**config.mk**
```make
export PLATFORM = sky130hd
export DESIGN_NAME = cycle_counter_bank
export DESIGN_NICKNAME = d
export VERILOG_FILES = /design/src/rtl/cycle_counter_bank.sv
export SDC_FILE = /design/constraint.sdc
export NUM_CORES = 1
export LEC_CHECK = 0
export CORE_MARGIN = 3
export CORE_UTILIZATION = 53
export DETAILED_ROUTE_END_ITERATION = 16
export GPL_ROUTABILITY_DRIVEN = 0
export HOLD_SLACK_MARGIN = 0.02
export PLACE_DENSITY = 0.79
export SLEW_MARGIN = 0
export SYNTH_ARGS = -nofsm -noshare
export SYNTH_HDL_FRONTEND = slang
export SYNTH_SLANG_ARGS = --single-unit
```
**constraint.sdc**
```tcl
create_clock -name clk -period 2.45 [get_ports clk]
set_input_delay 0.245 -clock clk [delete_from_list [all_inputs] [get_ports clk]]
set_output_delay 0.245 -clock clk [all_outputs]
set_load 0.02 [all_outputs]
```
**src/rtl/cycle_counter_bank.sv**
```systemverilog
// rtl/cycle_counter_bank.sv - bank of independent cycle counters with sticky overflow and snapshot readout
// Each channel counts enabled cycles; a snapshot copies all live counts into a shadow bank for readout.
module cycle_counter_bank #(
  parameter int WIDTH    = 16,
  parameter int CHANNELS = 4,
  parameter int SEL_W    = 2,
  parameter int SATURATE = 0
) (
  input  logic                      clk,
  input  logic                      RST,
  input  logic [CHANNELS-1:0]       halt,
  input  logic [CHANNELS-1:0]       clr,
  input  logic                      freeze,
  input  logic                      snap,
  input  logic [SEL_W-1:0]          sel,
  output logic [WIDTH-1:0]          rd_data,
  output logic [WIDTH*CHANNELS-1:0] cnt_flat,
  output logic [CHANNELS-1:0]       ovf,
  output logic                      snap_vld
);

  logic [WIDTH-1:0]    cnt_q    [CHANNELS];
  logic [WIDTH-1:0]    cnt_d    [CHANNELS];
  logic [WIDTH-1:0]    shadow_q [CHANNELS];
  logic [WIDTH-1:0]    shadow_d [CHANNELS];
  logic [CHANNELS-1:0] ovf_q;
  logic [CHANNELS-1:0] ovf_d;
  logic [WIDTH-1:0]    rd_q;
  logic [WIDTH-1:0]    rd_d;
  logic                snap_vld_q;
  logic                snap_vld_d;

  always_comb begin
    ovf_d      = ovf_q;
    snap_vld_d = snap_vld_q | snap;
    rd_d       = '0;
    for (int i = 0; i < CHANNELS; i++) begin
      cnt_d[i]    = cnt_q[i];
      // Shadow captures the pre-update count, so same-edge clr/increment is invisible here.
      shadow_d[i] = snap ? cnt_q[i] : shadow_q[i];
      if (sel == SEL_W'(i)) begin
        rd_d = shadow_q[i];
      end
      if (clr[i]) begin
        cnt_d[i] = '0;
        ovf_d[i] = 1'b0;
      end else if (!(freeze || halt[i])) begin
        if (cnt_q[i] == '1) begin
          ovf_d[i] = 1'b1;
          cnt_d[i] = (SATURATE != 0) ? '1 : '0;
        end else begin
          cnt_d[i] = cnt_q[i] + 1'b1;
        end
      end
    end
  end

  always_ff @(posedge clk) begin
    if (RST) begin
      ovf_q      <= '0;
      rd_q       <= '0;
      snap_vld_q <= 1'b0;
      for (int i = 0; i < CHANNELS; i++) begin
        cnt_q[i]    <= '0;
        shadow_q[i] <= '0;
      end
    end else begin
      ovf_q      <= ovf_d;
      rd_q       <= rd_d;
      snap_vld_q <= snap_vld_d;
      for (int i = 0; i < CHANNELS; i++) begin
        cnt_q[i]    <= cnt_d[i];
        shadow_q[i] <= shadow_d[i];
      end
    end
  end

  always_comb begin
    cnt_flat = '0;
    for (int i = 0; i < CHANNELS; i++) begin
      cnt_flat[i*WIDTH +: WIDTH] = cnt_q[i];
    end
  end

  assign rd_data  = rd_q;
  assign ovf      = ovf_q;
  assign snap_vld = snap_vld_q;

endmodule

```
==> results.py <==
metrics = {
    "die": {
        "core_mm2": 0.0111,
        "die-area_mm2": 0.0130,
        "die_y_um": 114,
        "initial_utilization": 0.556,
        "rows": 38,
        "die_x_um": 114,
        "io_pins": 99,
    },
    "setup_path": {
        "cp.required_ns": 2.79,
        "cp_slowest_cell": "or4_4",
        "crit_path_end_kind": "flip-flop",
        "crit_arrival_ns": 2.51,
        "crit_chain": "ha_1, or3b_1, or4_4, or3_1, a21oi_1",
        "crit_type": "flip-flop to flip-flop",
        "crit_buf_inv": 0,
        "worstSetupStartpointType": "flip-flop",
        "critical_path.top_delay_family": "simple AND/OR/NAND/NOR gates",
        "worstPathMaxFanout": 6,
        "cpPeakStageDelay_ns": 0.59,
    },
    "cells_and_area": {
        "final_common_cell": "dfxtp_1",
        "area_delta_synth_final_pct": 29.7,
        "n_antenna_cell": 0,
        "fin_nets": 756,
        "final_util": 0.720,
        "layout-drive-gt1-share": 0.109,
        "design_area_mm2": 0.00802,
        "final_cell_mix": "dfxtp_1, nor2_1, clkdlybuf4s50_1",
    },
    "clock_tree": {
        "cts_root_buffer": "clkbuf_16",
        "clock_sinks": 149,
        "post_cts_buffers": 0,
        "cts_tree": "built",
        "cts_hold_buf": 0,
        "cts-resized-gates": 0,
        "clk_pin_slew_worst_paths_ns": 0.06,
        "clk_path_buf_depth": 2,
        "htree_levels": 4,
        "cts_buffers": 17,
        "clkLatencyLatePin_ns": 0.42,
    },
    "yosys": {
        "yosysWarnings": 0,
        "yosys.area.top_type": "dfxtp_1",
        "synth_edf_count": 0,
        "syn_area_mm2": 0.00618,
        "synthCells": 631,
        "ys_ff_latch": 149,
        "async_flop_share": 0,
        "avgSynthCellArea_um2": 9.80,
        "synth.area.top_cells": "dfxtp_1, mux2i_1, nor2_1",
        "synth_top_area_frac": 0.483,
        "synth_nets": 649,
        "synth_top_flop_cell": "dfxtp_1",
        "ys_seq_area_frac": 0.483,
        "yosysUniqueCellTypes": 44,
    },
    "grt": {
        "grt-ovfl-total": 0,
        "track_usage": 0.252,
        "antenna_found_initial": 0,
        "grt_first_pass_wirelength_um": 25800,
        "grt_pass1_vias": 4999,
        "grt_max_degree": 46,
    },
    "timing": {
        "finalHoldViolCount": 0,
        "worst_slew_margin_rel": 0.584,
        "drv_slew": 0,
        "worst_clock_skew_ns": 0.00653,
        "setup_viol": 0,
        "post-route-period-util": 0.887,
        "worstMarginPinSlew_ns": 0.619,
        "period_needed_ns": 2.17,
        "grt_setup_unrepaired": "no",
        "max_freq_mhz": 460,
    },
    "routing": {
        "initialDrtViolationCount": 417,
        "drt-total-wl_um": 15900,
        "antenna_left": 0,
        "drc": 0,
        "vias": 5050,
        "wl_per_cell_um": 17.8,
        "dr.pass1.iters": 5,
        "vias_per_cell": 5.67,
    },
    "min_path": {
        "hold_class": "primary input to flip-flop",
    },
    "power_and_ir_drop": {
        "worst_ir_drop_vdd_uv": 466,
        "p_per_area_mw_per_mm2": 669,
        "leakage_nw": 2.90,
    },
    "place": {
        "port_buffers": 98,
        "dp_hpwl_um": 11200,
        "place_area_mm2": 0.00739,
    },
    "status": {
        "status": "complete, no violations",
    },
    "flow_run": {
        "drv_cap": 0,
    },
}
[metrics by stage]
stage	std cells	hold WS (ns)	TNS [ns]	setup WS, ns	power (mW)
floorplan	631	0.322	0	0.212	2.62
global placement	859	0.454	0	0.0614	2.68
detailed placement	859	0.453	-0.0106	-0.00422	2.69
CTS	891	0.233	0	0.283	5.38
global route	891	0.261	0	0.155	5.50
finish	891	0.239	0	0.277	5.36
[cells by family after synthesis]
group	count (synthesis)	share of synthesized area
AOI/OAI and AO/OA	33	0.0326
xor gates and xnor gates	50	0.0709
adders and majority gates	4	0.00810
buffers and inverters	43	0.0287
DFF	149	0.483
muxes	80	0.162
and+or+nand+nor	272	0.215
[final cells by class]
cell class	count	area, um2
Fill cell	814	3110
Multi-Input combinational cell	439	3020
Sequential cell	149	2980
Timing Repair Buffer	122	1180
Clock buffer	20	447
Clock inverter	12	178
Tap cell	140	175
Inverter	9	33.8
[layer usage]
layer	GRT usage	share of wire	routed length (um)	vias to the layer above
li1	-	-	-	2413
met1	0.316	0.42	6730	2441
met2	0.436	0.50	7950	174
met3	0.0531	0.060	955	22
met4	0.0768	0.014	214	0
met5	0	0	0	-
[registers in the layout (all words and copies together), names as in the netlist]
register,flops
snap_vld,1
shadow_q,64
rd_data,16
ovf,4
cnt_q,64
[power by group]
group	switching, mW	internal, mW
combinational	0.115	0.0845
clock	0.997	1.73
sequential	0.00548	2.43
total	1.12	4.25
[worst paths after layout]
path                                   from        endpoint  slack (ns)  depth (start not counted)
worst max-delay path            cnt_q[2][1]    cnt_q[2][14]        0.28                          5
worst min-delay path                    RST  shadow_q[0][1]        0.24                          2
worst max register to register  cnt_q[2][1]    cnt_q[2][14]        0.28                          5
worst min register to register       ovf[1]          ovf[1]        0.47                          1
[synthesized netlist by cell type (all sizes together) (2+ instances only)]
cell type and instances:
dfxtp 149, nor2 133, mux2i 64, xnor2 38, clkbuf 22, nand2 21
nand4 19, nor4 18, nor3 17, mux4 16, nand3 16, nor2b 16
buf 12, xor2 12, a21oi 11, o21ai 11, inv 9, and3 5
or3 5, ha 4, or2 4, a31oi 3, nand3b 3, nand4bb 3
or3b 3, or4 3, a31o 2, a32o 2, and4 2, o21a 2
(Power assumes the default switching activity.)
